`config.mk`:
```
export PLATFORM = sky130hd
export DESIGN_NAME = execute_stage_flat
export DESIGN_NICKNAME = d
export VERILOG_FILES = /design/src/rtl/mips_pkg.sv /design/src/rtl/execute_stage_if.sv /design/src/rtl/execute_stage_muldiv.sv /design/src/rtl/execute_stage.sv /design/src/flat_wrapper.sv
export SDC_FILE = /design/constraint.sdc
export NUM_CORES = 1
export LEC_CHECK = 0
export CAP_MARGIN = 20
export CORE_ASPECT_RATIO = 1.2
export CORE_MARGIN = 5
export CORE_UTILIZATION = 36
export DETAILED_ROUTE_END_ITERATION = 12
export GPL_TIMING_DRIVEN = 1
export SYNTH_ARGS = -nofsm -noshare
export SYNTH_HDL_FRONTEND = slang
export SYNTH_SLANG_ARGS = --single-unit
```
`constraint.sdc`:
```
create_clock -name clk -period 13 [get_ports clk]
set_input_delay 1.95 -clock clk [delete_from_list [all_inputs] [get_ports clk]]
set_output_delay 1.95 -clock clk [all_outputs]
set_load 0.05 [all_outputs]
```
`src/rtl/mips_pkg.sv`:
```
// Shared constants for the MIPS execute stage: pipeline register layouts,
// ALUOp/funct encodings and the multiply/divide iteration count.
package mips_pkg;

  localparam int MD_CYCLES_DEF = 32;
  localparam int DATA_W        = 32;

  localparam int IDEX_W        = 136;
  localparam int EXME_W        = 75;

  localparam int IDEX_INSTR_LSB = 0;
  localparam int IDEX_RS_LSB    = 32;
  localparam int IDEX_RT_LSB    = 64;
  localparam int IDEX_IMM_LSB   = 96;
  localparam int IDEX_REGDST    = 135;
  localparam int IDEX_MEMREAD   = 134;
  localparam int IDEX_MEMTOREG  = 133;
  localparam int IDEX_ALUOP_LSB = 131;
  localparam int IDEX_MEMWRITE  = 130;
  localparam int IDEX_ALUSRC    = 129;
  localparam int IDEX_REGWRITE  = 128;

  localparam logic [1:0] ALUOP_ADD   = 2'b00;
  localparam logic [1:0] ALUOP_SUB   = 2'b01;
  localparam logic [1:0] ALUOP_RTYPE = 2'b10;
  localparam logic [1:0] ALUOP_ZERO  = 2'b11;

  localparam logic [5:0] FN_SLL   = 6'h00;
  localparam logic [5:0] FN_SRL   = 6'h02;
  localparam logic [5:0] FN_MFHI  = 6'h10;
  localparam logic [5:0] FN_MFLO  = 6'h12;
  localparam logic [5:0] FN_MULT  = 6'h18;
  localparam logic [5:0] FN_MULTU = 6'h19;
  localparam logic [5:0] FN_DIV   = 6'h1A;
  localparam logic [5:0] FN_DIVU  = 6'h1B;
  localparam logic [5:0] FN_ADD   = 6'h20;
  localparam logic [5:0] FN_ADDU  = 6'h21;
  localparam logic [5:0] FN_SUB   = 6'h22;
  localparam logic [5:0] FN_SUBU  = 6'h23;
  localparam logic [5:0] FN_AND   = 6'h24;
  localparam logic [5:0] FN_OR    = 6'h25;
  localparam logic [5:0] FN_XOR   = 6'h26;
  localparam logic [5:0] FN_NOR   = 6'h27;
  localparam logic [5:0] FN_SLT   = 6'h2A;
  localparam logic [5:0] FN_SLTU  = 6'h2B;

  // funct[1:0] of the four multiply/divide instructions selects the operation
  typedef enum logic [1:0] {
    MD_MULT  = 2'b00,
    MD_MULTU = 2'b01,
    MD_DIV   = 2'b10,
    MD_DIVU  = 2'b11
  } mdOp_e;

  // Packed in EXMEReg bit order, MSB first
  typedef struct packed {
    logic [1:0]  reserved;
    logic        memRead;
    logic        memtoReg;
    logic        memWrite;
    logic        regWrite;
    logic [4:0]  writeReg;
    logic [31:0] storeData;
    logic [31:0] aluResult;
  } exmeFields_t;

  function automatic logic isMdFunct(input logic [5:0] funct);
    return funct[5:2] == 4'b0110;
  endfunction

endpackage

```
`src/rtl/execute_stage_if.sv`:
```
// Pipeline-register bundle between decode, execute and memory stages.
interface execute_stage_if;
  import mips_pkg::*;

  logic [IDEX_W-1:0] IDEXReg;
  logic [EXME_W-1:0] EXMEReg;
  logic              exStall;

  modport master (output IDEXReg, input EXMEReg, input exStall);
  modport slave  (input IDEXReg, output EXMEReg, output exStall);
endinterface

```
`src/rtl/execute_stage_muldiv.sv`:
```
// Iterative 32-step shift-add multiplier / restoring divider with HI/LO.
module muldiv_unit
  import mips_pkg::*;
#(
  parameter int MD_CYCLES = MD_CYCLES_DEF
) (
  input  logic        clk,
  input  logic        rst_n,
  input  logic        start,
  input  logic [1:0]  op,
  input  logic [31:0] a,
  input  logic [31:0] b,
  output logic        busy,
  output logic [31:0] hi,
  output logic [31:0] lo
);

  localparam int CNT_W = $clog2(MD_CYCLES + 1);
  localparam logic [CNT_W-1:0] LAST_STEP = CNT_W'(MD_CYCLES - 1);
  localparam logic [0:0] MD_IDLE = 1'b0;
  localparam logic [0:0] MD_BUSY = 1'b1;

  function automatic logic [31:0] magnitude(input logic signed [31:0] v, input logic isSigned);
    logic [31:0] r;
    r = (isSigned && v < 0) ? 32'(-v) : 32'(v);
    return r;
  endfunction

  function automatic logic [31:0] fixSign32(input logic [31:0] v, input logic neg);
    return neg ? (~v + 32'd1) : v;
  endfunction

  function automatic logic [63:0] fixSign64(input logic [63:0] v, input logic neg);
    return neg ? (~v + 64'd1) : v;
  endfunction

  logic [0:0]       state;
  logic [CNT_W-1:0] count;
  logic             isDiv, negQ, negR, divZero;
  logic [31:0]      dividend, mcand, accHi, accLo;
  logic [31:0]      hiReg, loReg;

  logic             isSigned;
  logic [31:0]      magA, magB;
  logic [32:0]      multSum, divShift;
  logic             divGe;
  logic [31:0]      accHiNext, accLoNext, hiNext, loNext, quot, rem;
  logic [63:0]      product;

  assign isSigned = ~op[0];
  assign magA     = magnitude(a, isSigned);
  assign magB     = magnitude(b, isSigned);

  // One iteration: mult adds then shifts {accHi,accLo} right; div shifts left then trial-subtracts
  always_comb begin
    multSum   = {1'b0, accHi} + (accLo[0] ? {1'b0, mcand} : 33'd0);
    divShift  = {accHi, accLo[31]};
    divGe     = divShift >= {1'b0, mcand};
    accHiNext = '0;
    accLoNext = '0;
    if (isDiv) begin
      accHiNext = divGe ? (divShift[31:0] - mcand) : divShift[31:0];
      accLoNext = {accLo[30:0], divGe};
    end else begin
      accHiNext = multSum[32:1];
      accLoNext = {multSum[0], accLo[31:1]};
    end
    product = fixSign64({accHiNext, accLoNext}, negQ);
    quot    = fixSign32(accLoNext, negQ);
    rem     = fixSign32(accHiNext, negR);
    hiNext  = product[63:32];
    loNext  = product[31:0];
    if (isDiv) begin
      hiNext = divZero ? dividend : rem;
      loNext = divZero ? 32'hFFFF_FFFF : quot;
    end
  end

  always_ff @(posedge clk) begin
    if (!rst_n) begin
      state    <= MD_IDLE;
      count    <= '0;
      isDiv    <= 1'b0;
      negQ     <= 1'b0;
      negR     <= 1'b0;
      divZero  <= 1'b0;
      dividend <= '0;
      mcand    <= '0;
      accHi    <= '0;
      accLo    <= '0;
      hiReg    <= '0;
      loReg    <= '0;
    end else if (state == MD_IDLE) begin
      if (start) begin
        state    <= MD_BUSY;
        count    <= '0;
        isDiv    <= op[1];
        negQ     <= isSigned & (a[31] ^ b[31]);
        negR     <= isSigned & a[31];
        divZero  <= op[1] & (b == 32'd0);
        dividend <= a;
        mcand    <= op[1] ? magB : magA;
        accHi    <= '0;
        accLo    <= op[1] ? magA : magB;
      end
    end else begin
      accHi <= accHiNext;
      accLo <= accLoNext;
      count <= count + 1'b1;
      if (count == LAST_STEP) begin
        state <= MD_IDLE;
        hiReg <= hiNext;
        loReg <= loNext;
      end
    end
  end

  assign busy = (state == MD_BUSY);
  assign hi   = hiReg;
  assign lo   = loReg;

endmodule

```
`src/rtl/execute_stage.sv`:
```
// MIPS execute stage: operand muxing, ALU, destination select, EX/MEM register
// and the interlock against unfinished multiply/divide results.
module execute_stage
  import mips_pkg::*;
#(
  parameter int MD_CYCLES = MD_CYCLES_DEF
) (
  input  logic            clk,
  input  logic            rst_n,
  execute_stage_if.slave  bus
);

  logic [31:0]        instr_p0, rsData_p0, rtData_p0, imm_p0;
  logic               regDst_p0, memRead_p0, memtoReg_p0, memWrite_p0, aluSrc_p0, regWrite_p0;
  logic [1:0]         aluOp_p0;
  logic [5:0]         funct_p0;
  logic [4:0]         shamt_p0, rtIdx_p0, rdIdx_p0, writeReg_p0;
  logic signed [31:0] opA_p0, opB_p0;
  logic [31:0]        aluRes_p0;
  logic               mdOp_p0, hiLoRead_p0, mdStart_p0, vld_p0;
  logic               mdBusy;
  logic [31:0]        mdHi, mdLo;
  exmeFields_t        exmeNext_p0;
  logic               unusedInstrBits;

  // Stage 0: unpack ID/EX
  assign instr_p0    = bus.IDEXReg[IDEX_INSTR_LSB +: 32];
  assign rsData_p0   = bus.IDEXReg[IDEX_RS_LSB +: 32];
  assign rtData_p0   = bus.IDEXReg[IDEX_RT_LSB +: 32];
  assign imm_p0      = bus.IDEXReg[IDEX_IMM_LSB +: 32];
  assign regDst_p0   = bus.IDEXReg[IDEX_REGDST];
  assign memRead_p0  = bus.IDEXReg[IDEX_MEMREAD];
  assign memtoReg_p0 = bus.IDEXReg[IDEX_MEMTOREG];
  assign aluOp_p0    = bus.IDEXReg[IDEX_ALUOP_LSB +: 2];
  assign memWrite_p0 = bus.IDEXReg[IDEX_MEMWRITE];
  assign aluSrc_p0   = bus.IDEXReg[IDEX_ALUSRC];
  assign regWrite_p0 = bus.IDEXReg[IDEX_REGWRITE];

  assign funct_p0        = instr_p0[5:0];
  assign shamt_p0        = instr_p0[10:6];
  assign rdIdx_p0        = instr_p0[15:11];
  assign rtIdx_p0        = instr_p0[20:16];
  assign unusedInstrBits = ^instr_p0[31:21];

  assign opA_p0      = rsData_p0;
  assign opB_p0      = aluSrc_p0 ? imm_p0 : rtData_p0;
  assign writeReg_p0 = regDst_p0 ? rdIdx_p0 : rtIdx_p0;

  always_comb begin
    aluRes_p0 = '0;
    case (aluOp_p0)
      ALUOP_ADD: aluRes_p0 = opA_p0 + opB_p0;
      ALUOP_SUB: aluRes_p0 = opA_p0 - opB_p0;
      ALUOP_RTYPE: begin
        case (funct_p0)
          FN_ADD, FN_ADDU: aluRes_p0 = opA_p0 + opB_p0;
          FN_SUB, FN_SUBU: aluRes_p0 = opA_p0 - opB_p0;
          FN_AND:  aluRes_p0 = opA_p0 & opB_p0;
          FN_OR:   aluRes_p0 = opA_p0 | opB_p0;
          FN_XOR:  aluRes_p0 = opA_p0 ^ opB_p0;
          FN_NOR:  aluRes_p0 = ~(opA_p0 | opB_p0);
          FN_SLT:  aluRes_p0 = {31'd0, opA_p0 < opB_p0};
          FN_SLTU: aluRes_p0 = {31'd0, $unsigned(opA_p0) < $unsigned(opB_p0)};
          FN_SLL:  aluRes_p0 = $unsigned(opB_p0) << shamt_p0;
          FN_SRL:  aluRes_p0 = $unsigned(opB_p0) >> shamt_p0;
          FN_MFHI: aluRes_p0 = mdHi;
          FN_MFLO: aluRes_p0 = mdLo;
          default: aluRes_p0 = '0;
        endcase
      end
      default: aluRes_p0 = '0;
    endcase
  end

  // Only instructions that touch HI/LO or the unit itself wait for a busy unit
  assign mdOp_p0     = (aluOp_p0 == ALUOP_RTYPE) && isMdFunct(funct_p0);
  assign hiLoRead_p0 = (aluOp_p0 == ALUOP_RTYPE) && (funct_p0 == FN_MFHI || funct_p0 == FN_MFLO);
  assign bus.exStall = mdBusy && (mdOp_p0 || hiLoRead_p0);
  assign vld_p0      = ~bus.exStall;
  assign mdStart_p0  = mdOp_p0 && vld_p0;

  muldiv_unit #(.MD_CYCLES(MD_CYCLES)) u_muldiv (
    .clk   (clk),
    .rst_n (rst_n),
    .start (mdStart_p0),
    .op    (funct_p0[1:0]),
    .a     (rsData_p0),
    .b     (rtData_p0),
    .busy  (mdBusy),
    .hi    (mdHi),
    .lo    (mdLo)
  );

  always_comb begin
    exmeNext_p0           = '0;
    exmeNext_p0.memRead   = memRead_p0;
    exmeNext_p0.memtoReg  = memtoReg_p0;
    exmeNext_p0.memWrite  = memWrite_p0;
    exmeNext_p0.regWrite  = regWrite_p0 & ~mdOp_p0;
    exmeNext_p0.writeReg  = writeReg_p0;
    exmeNext_p0.storeData = rtData_p0;
    exmeNext_p0.aluResult = aluRes_p0;
  end

  // Stage 1: EX/MEM register, bubble while stalled
  always_ff @(posedge clk) begin
    if (!rst_n)
      bus.EXMEReg <= '0;
    else if (!vld_p0)
      bus.EXMEReg <= '0;
    else
      bus.EXMEReg <= exmeNext_p0;
  end

endmodule

```
`src/flat_wrapper.sv`:
```
// flat-port wrapper written by rule: the top's interface ports become plain ports
module execute_stage_flat import mips_pkg::*;
#(
  parameter int MD_CYCLES = MD_CYCLES_DEF
)
  (clk, rst_n, bus_IDEXReg, bus_EXMEReg, bus_exStall);
  execute_stage_if bus_i ();
  input  logic clk;
  input  logic rst_n;
  input wire logic [$bits(bus_i.IDEXReg)-1:0] bus_IDEXReg;
  output wire logic [$bits(bus_i.EXMEReg)-1:0] bus_EXMEReg;
  output wire logic [$bits(bus_i.exStall)-1:0] bus_exStall;
  assign bus_i.IDEXReg = bus_IDEXReg;
  assign bus_EXMEReg = bus_i.EXMEReg;
  assign bus_exStall = bus_i.exStall;
  execute_stage #(.MD_CYCLES(MD_CYCLES)) u_core (.clk(clk), .rst_n(rst_n), .bus(bus_i));
endmodule
```
## Word level (Yosys, flattened, before mapping)

Cells that the tools add are included.

- $add $sub $neg: 10
- $lt $le $gt $ge: 5
- Equality and inequality tests: 17
- Shift operators: 2
- Muxes and demuxes: 28
- Bitwise gates (word level): 17
- Reductions and logical operators: 17

Operators with widths:

| cell | number |
|---|---|
| 2-to-1 mux 32 bit | 19 |
| case mux 32 bit (12 select lines) | 1 |
| inverter 32 bit | 3 |
| case mux 32 bit (3 select lines) | 1 |
| adder 32 x 1 -> 32 bit (second input constant) | 2 |
| adder 64 x 1 -> 64 bit (second input constant) | 1 |
| < comparator 32 x 1 -> 1 bit (second input constant) | 2 |
| < comparator 32 bit | 2 |
| 2-to-1 mux 64 bit | 1 |
| negator 32 bit | 2 |
| inverter 64 bit | 1 |
| subtractor 32 bit | 2 |
| equality test 6 bit (second input constant) | 10 |
| adder 32 x 32 -> 33 bit | 1 |
| greater-or-equal comparator 33 x 32 -> 1 bit | 1 |
| adder 32 bit | 1 |
| AND 32 bit | 1 |
| logical NOT 32 bit | 1 |
| bitwise OR 32 bit | 1 |
| left shift 32 x 5 -> 32 bit | 1 |
| >> shifter 32 x 5 -> 32 bit | 1 |
| XOR 32 bit | 1 |
| equality test 6 x 5 -> 1 bit (second input constant) | 3 |
| 2-to-1 mux 6 bit | 2 |
| other kinds (17) | 35 |

- Flip-flop bits (word level): 278
- Bits of input ports: 138
- Output and inout bits: 76
- Logic and storage cells: 110

## Logic depth before layout (Yosys ltp)

- Word-level depth: 9
- Mapped depth: 21

## By module

A second synthesis with hierarchy kept.

- Cells, all modules: 4128
- Area, all modules: 30820.8 sq um

Modules (own cells, without submodules):

| module | times used | cells each | area each (sq um) | sequential area each (sq um) |
|---|---|---|---|---|
| muldiv_unit | 1 | 2430 | 17330.4 | 4063.9 |
| execute_stage | 1 | 1698 | 13490.4 | 1461.4 |

## Least setup slack after synthesis

No wires, ideal clock.

- Path type: input port to flip-flop
- Start point: input port bus_IDEXReg[129]
- End point: register u_core.bus.EXMEReg[30]
- Data arrival time: 6.320 ns
- Data required time: 12.913 ns
- Path slack: 6.593 ns
- Cell stages on the path: 18
- Cell sequence: clkbuf_1 clkbuf_1 clkbuf_1 mux2i_1 inv_1 ha_1 fa_1 o31ai_1 a21oi_1 o21ba_2 o31ai_1 a221o_1 a2111o_1 nand2_1 o211ai_1 o311ai_0 xnor2_1 o31ai_1

- Cells in the longest elaborated chain, start to end: 5

RTL lines:

| what | line | text |
|---|---|---|
| start, declared | flat_wrapper.sv:10 | `input wire logic [$bits(bus_i.IDEXReg)-1:0] bus_IDEXReg;` |
| 2-to-1 mux 32 bit * | execute_stage.sv:46 | `assign opB_p0 = aluSrc_p0 ? imm_p0 : rtData_p0;` |
| parallel branches: the longest is 3 deep, another holds subtractor 32 bit | -- |  |
| case mux 32 bit (3 select lines) * | execute_stage.sv:51 | `case (aluOp_p0)` |
| end signal, assigned | execute_stage.sv:112 | `bus.EXMEReg <= exmeNext_p0;` |
| end, declared | execute_stage_if.sv:10 | `modport slave (input IDEXReg, output EXMEReg, output exStall);` |

Mark *: on every way between the ends.
A chain may end at the register's enable or synchronous reset.

## Worst setup path in the final report

- Start point: input port bus_IDEXReg[132]
- End point: output port bus_exStall

- Cells in the longest elaborated chain, start to end: 4

RTL lines:

| what | line | text |
|---|---|---|
| equality test 2 bit * | execute_stage.sv:76, execute_stage.sv:77 |  |
| logical AND 1 bit, on equally long branches | execute_stage.sv:76, execute_stage.sv:77 |  |
| logical OR 1 bit * | execute_stage.sv:78 | `assign bus.exStall = mdBusy && (mdOp_p0 \|\| hiLoRead_p0);` |
| logical AND 1 bit * | execute_stage.sv:78 |  |
| end, declared | flat_wrapper.sv:12 | `output wire logic [$bits(bus_i.exStall)-1:0] bus_exStall;` |

Mark *: on every way between the ends. The rest lies on a longest branch, timed or not.

==> metrics.md <==
| Metric | Value |
|---|---|
| Row count | `112` |
| Avg Inst Size Synth | `7.172 sq um` |
| Fmax | `135.2 MHz` |
| Setup violations, final | `0` |
| Critical path endpoint category | `output port` |
| Core Region | `0.07805 sq mm` |
| Synth Register Bits | `276` |
| Number of global-route vias before repair | `30050` |
| Async set or reset register ratio after synthesis | `0%` |
| Layout cells sized above 1 | `6.800%` |
| CP Data Required Time | `11.05 ns` |
| Via density | `6.259` |
| Post-synth EDFFs | `0` |
| RSZ-0062 raised after global routing | `no` |
| Clk pwr share | `36.3%` |
| Final Hold Viols | `0` |
| PwrDens | `88.70 mW/mm^2` |
| Worst path slowest cell | `clkdlybuf4s50_1` |
| Status | `finished, final reports clean` |
| Yosys warnings | `0` |
| Final Max Slew Viols | `0` |
| Crit start category | `input pin` |
| Hold_ws | `0.4502 ns` |
| Initial DRC Count | `3301` |
| Die ar. | `0.08461 sq mm` |
| DR pass1 iterations | `9` |
| P&R area growth vs syn | `13.63%` |
| Clock Sinks | `276` |
| Seq/Total Area, Yosys | `19.46%` |
| Setup_tns | `0 ns` |
| Yosys top cell area share | `19.46%` |
| Internal Pwr Total | `1.777 mW` |
| WL met2 | `64550 microns` |
| Max layer used | `met5` |
| Kind of critical path | `in2out` |
| Switching power total | `1.085 mW` |
| Crit-path max FO | `43` |
| CTS tree | `built` |
| Worst Tran Pin Value | `1.204 ns` |
| CTS Buf Count | `34` |
| Clock transition at path regs | `0.06 ns` |
| Tcrit/Tclk final | `56.88%` |
| Max clock buf depth | `3` |
| Height of the die | `317.6 microns` |
| Initial antenna violation count | `1` |
| Maximum vdd ir drop | `0.09481 mV` |
| Nets | `4285` |
| Clk Latency, worst-skew pair | `0.57 ns` |
| Routed wire length | `139500 microns` |
| Hold/Removal Path Class | `reg2reg` |
| Final min period | `7.394 ns` |
| Post-CTS setup buffer count | `0` |
| Crit path largest cell delay | `0.94 ns` |
| Max Clock Skew | `0.01743 ns` |
| Largest net degree at the start of global routing | `100` |
| Total grt overflow | `0` |
| Overall Global Routing Usage | `31.25%` |
| Max-cap viol count | `0` |
| Comb pwr share | `33.1%` |
| Root Driver | `clkbuf_16` |
| First-pass GRT wire length | `202800 microns` |
| Crit-path cells | `clkdlybuf4s50_1, buf_4, nand2b_1, or4_4, a21oi_1, clkdlybuf4s50_1` |
| Die W | `266.4 microns` |
| Post-route DRC | `0` |
| I/O Buffers | `200` |
| Crit path top cell by count | `clkdlybuf4s50_1` |
| Cts repair resizes | `0` |
| Max transition margin | `19.11%` |
| Switching power share of the total | `37.92%` |
| Met1 WL | `52480 microns` |
| Sequential power share | `30.6%` |
| Initial Util | `36.37%` |
| Leakage | `12.76 nW` |
| Hold_buf cts | `0` |
| Critical Path AT | `5.44 ns` |
| Area leader, netlist | `dfxtp_1` |
| Routed length on met3 | `10390 microns` |
| Ports | `214` |
| Cell count after synthesis | `3959` |
| Distinct cells, synth | `101` |
| Gpl congestion | `1.022` |
| Main flop type after synthesis | `dfxtp_1` |
| Syn Std Cell Area | `0.02839 sq mm` |
| Final ANT Viol Nets | `0` |
| Routed len/inst | `27.75 microns` |
| Area contributors post-synth | `dfxtp_1 19%, ha_1 7.4%, a21oi_1 6.6%` |
| Hpwl dp | `108400 microns` |
| Htree depth | `2` |
| Routed via count | `31460` |
==> cell type report <==
type	count	area, sq um
diodes	1	2.502
multi-input cells	3215	21110
fillers	8131	45790
flip-flops and latches	276	5534
clock inverters	12	156.4
inverters	178	670.6
well taps	1026	1284
clock buffers	49	1018
repair buffers	270	2490
==> layout by cell type, fill, tap and decap left out, types with 67 or more instances in the layout <==
cell	count
and2_1	76
buf_4	70
nand2_1	441
mux2i_1	133
ha_1	168
a211oi_1	111
o211ai_1	67
a21oi_1	376
inv_1	170
nor2_1	335
xnor2_1	129
o21ai_0	335
clkdlybuf4s50_1	192
nor3_1	75
dfxtp_1	273
==> worst paths after layout <==
| path | end | cells after the start | slack [ns] | start |
|---|---|---|---|---|
| worst max-delay path | bus_exStall | 6 | 5.61 | bus_IDEXReg[132] |
| worst min register to register | u_core.u_muldiv.dividend[13] | 2 | 0.45 | u_core.u_muldiv.dividend[13] |
| worst min-delay path | u_core.u_muldiv.dividend[13] | 2 | 0.45 | u_core.u_muldiv.dividend[13] |
| worst max register to register | u_core.u_muldiv.hi[31] | 15 | 6.59 | u_core.u_muldiv.mcand[26] |
==> metal layers <==
| layer | GRT usage [%] | vias up |
|---|---|---|
| met5 | 0 | - |
| met2 | 51.87 | 1508 |
| met1 | 36.42 | 14950 |
| li1 | - | 14580 |
| met3 | 5.409 | 424 |
| met4 | 21.64 | 2 |
==> Yosys cell counts (20+ instances only) <==
| cell | count |
|---|---|
| clkbuf_1 | 239 |
| o221ai_1 | 32 |
| nand2_1 | 442 |
| xor2_1 | 42 |
| o21ai_0 | 335 |
| a21oi_1 | 377 |
| mux2_2 | 45 |
| nand4_1 | 27 |
| buf_1 | 39 |
| o21a_1 | 20 |
| a31oi_1 | 46 |
| xnor2_1 | 129 |
| ha_1 | 168 |
| nor2_1 | 339 |
| nor4_1 | 34 |
| and3_1 | 49 |
| nand2b_1 | 33 |
| a211oi_1 | 111 |
| o21bai_1 | 27 |
| and2_1 | 76 |
| a221o_1 | 21 |
| o31ai_1 | 42 |
| dfxtp_1 | 276 |
| or3_1 | 38 |
| nand3_1 | 62 |
| a222oi_1 | 27 |
| inv_1 | 172 |
| mux2i_1 | 133 |
| o211ai_1 | 67 |
| nor3_1 | 75 |
| o22ai_1 | 29 |
| a21o_1 | 50 |
==> per-stage QoR <==
stage	power, mW	instance area [sq um]	std cells	worst slack [ns]	util, %
after floorplan	1.453	28400	3960	6.593	-
after global placement	1.814	31080	4964	5.428	39.82
after detailed placement	1.811	31080	4964	5.411	39.82
after CTS	2.851	32250	5025	5.705	41.32
after global routing	2.950	32260	5026	5.457	41.33
final	2.862	32260	5027	5.606	41.33
==> registers in the layout, summed over array words and instances, names as in the netlist <==
register                  count
u_core.u_muldiv.count         6
u_core.u_muldiv.negQ          1
u_core.u_muldiv.lo           32
u_core.u_muldiv.negR          1
u_core.u_muldiv.hi           32
u_core.bus.EXMEReg           73
u_core.u_muldiv.dividend     32
u_core.u_muldiv.accLo        32
u_core.u_muldiv.divZero       1
u_core.u_muldiv.accHi        32
u_core.u_muldiv.isDiv         1
u_core.u_muldiv.mcand        32
u_core.u_muldiv.busy          1
==> worst max-delay path: cells and delay by family <==
| kind | cells | cell delay, ns |
|---|---|---|
| compound gates | 1 | 0.71 |
| simple gates | 2 | 1.03 |
| buf+inv | 3 | 1.73 |
==> cells by family (layout without fill, tap and decap cells) <==
logic type | after synthesis | in the layout | synth area share (%)
adder cells (fa/ha/maj) | 172 | 172 | 7.686
flip-flops | 276 | 276 | 19.46
XOR/XNOR | 171 | 171 | 5.275
buffers and inverters | 469 | 509 | 6.372
other | 1 | 3 | 0.01321
multiplexers | 196 | 196 | 7.901
AND/OR/NAND/NOR | 1286 | 1286 | 21.44
AO/OA/AOI/OAI | 1388 | 1388 | 31.85
==> power groups by stage <==
stage               clock, mW  sequential [mW]  combinational [mW]
CTS                      1.05            0.876               0.921
global route             1.08            0.878               0.991
global placement            0            0.894               0.920
finish                   1.04            0.876               0.948
floorplan                   0            0.949               0.504
detailed placement          0            0.894               0.917
(Power assumes the default switching activity.)
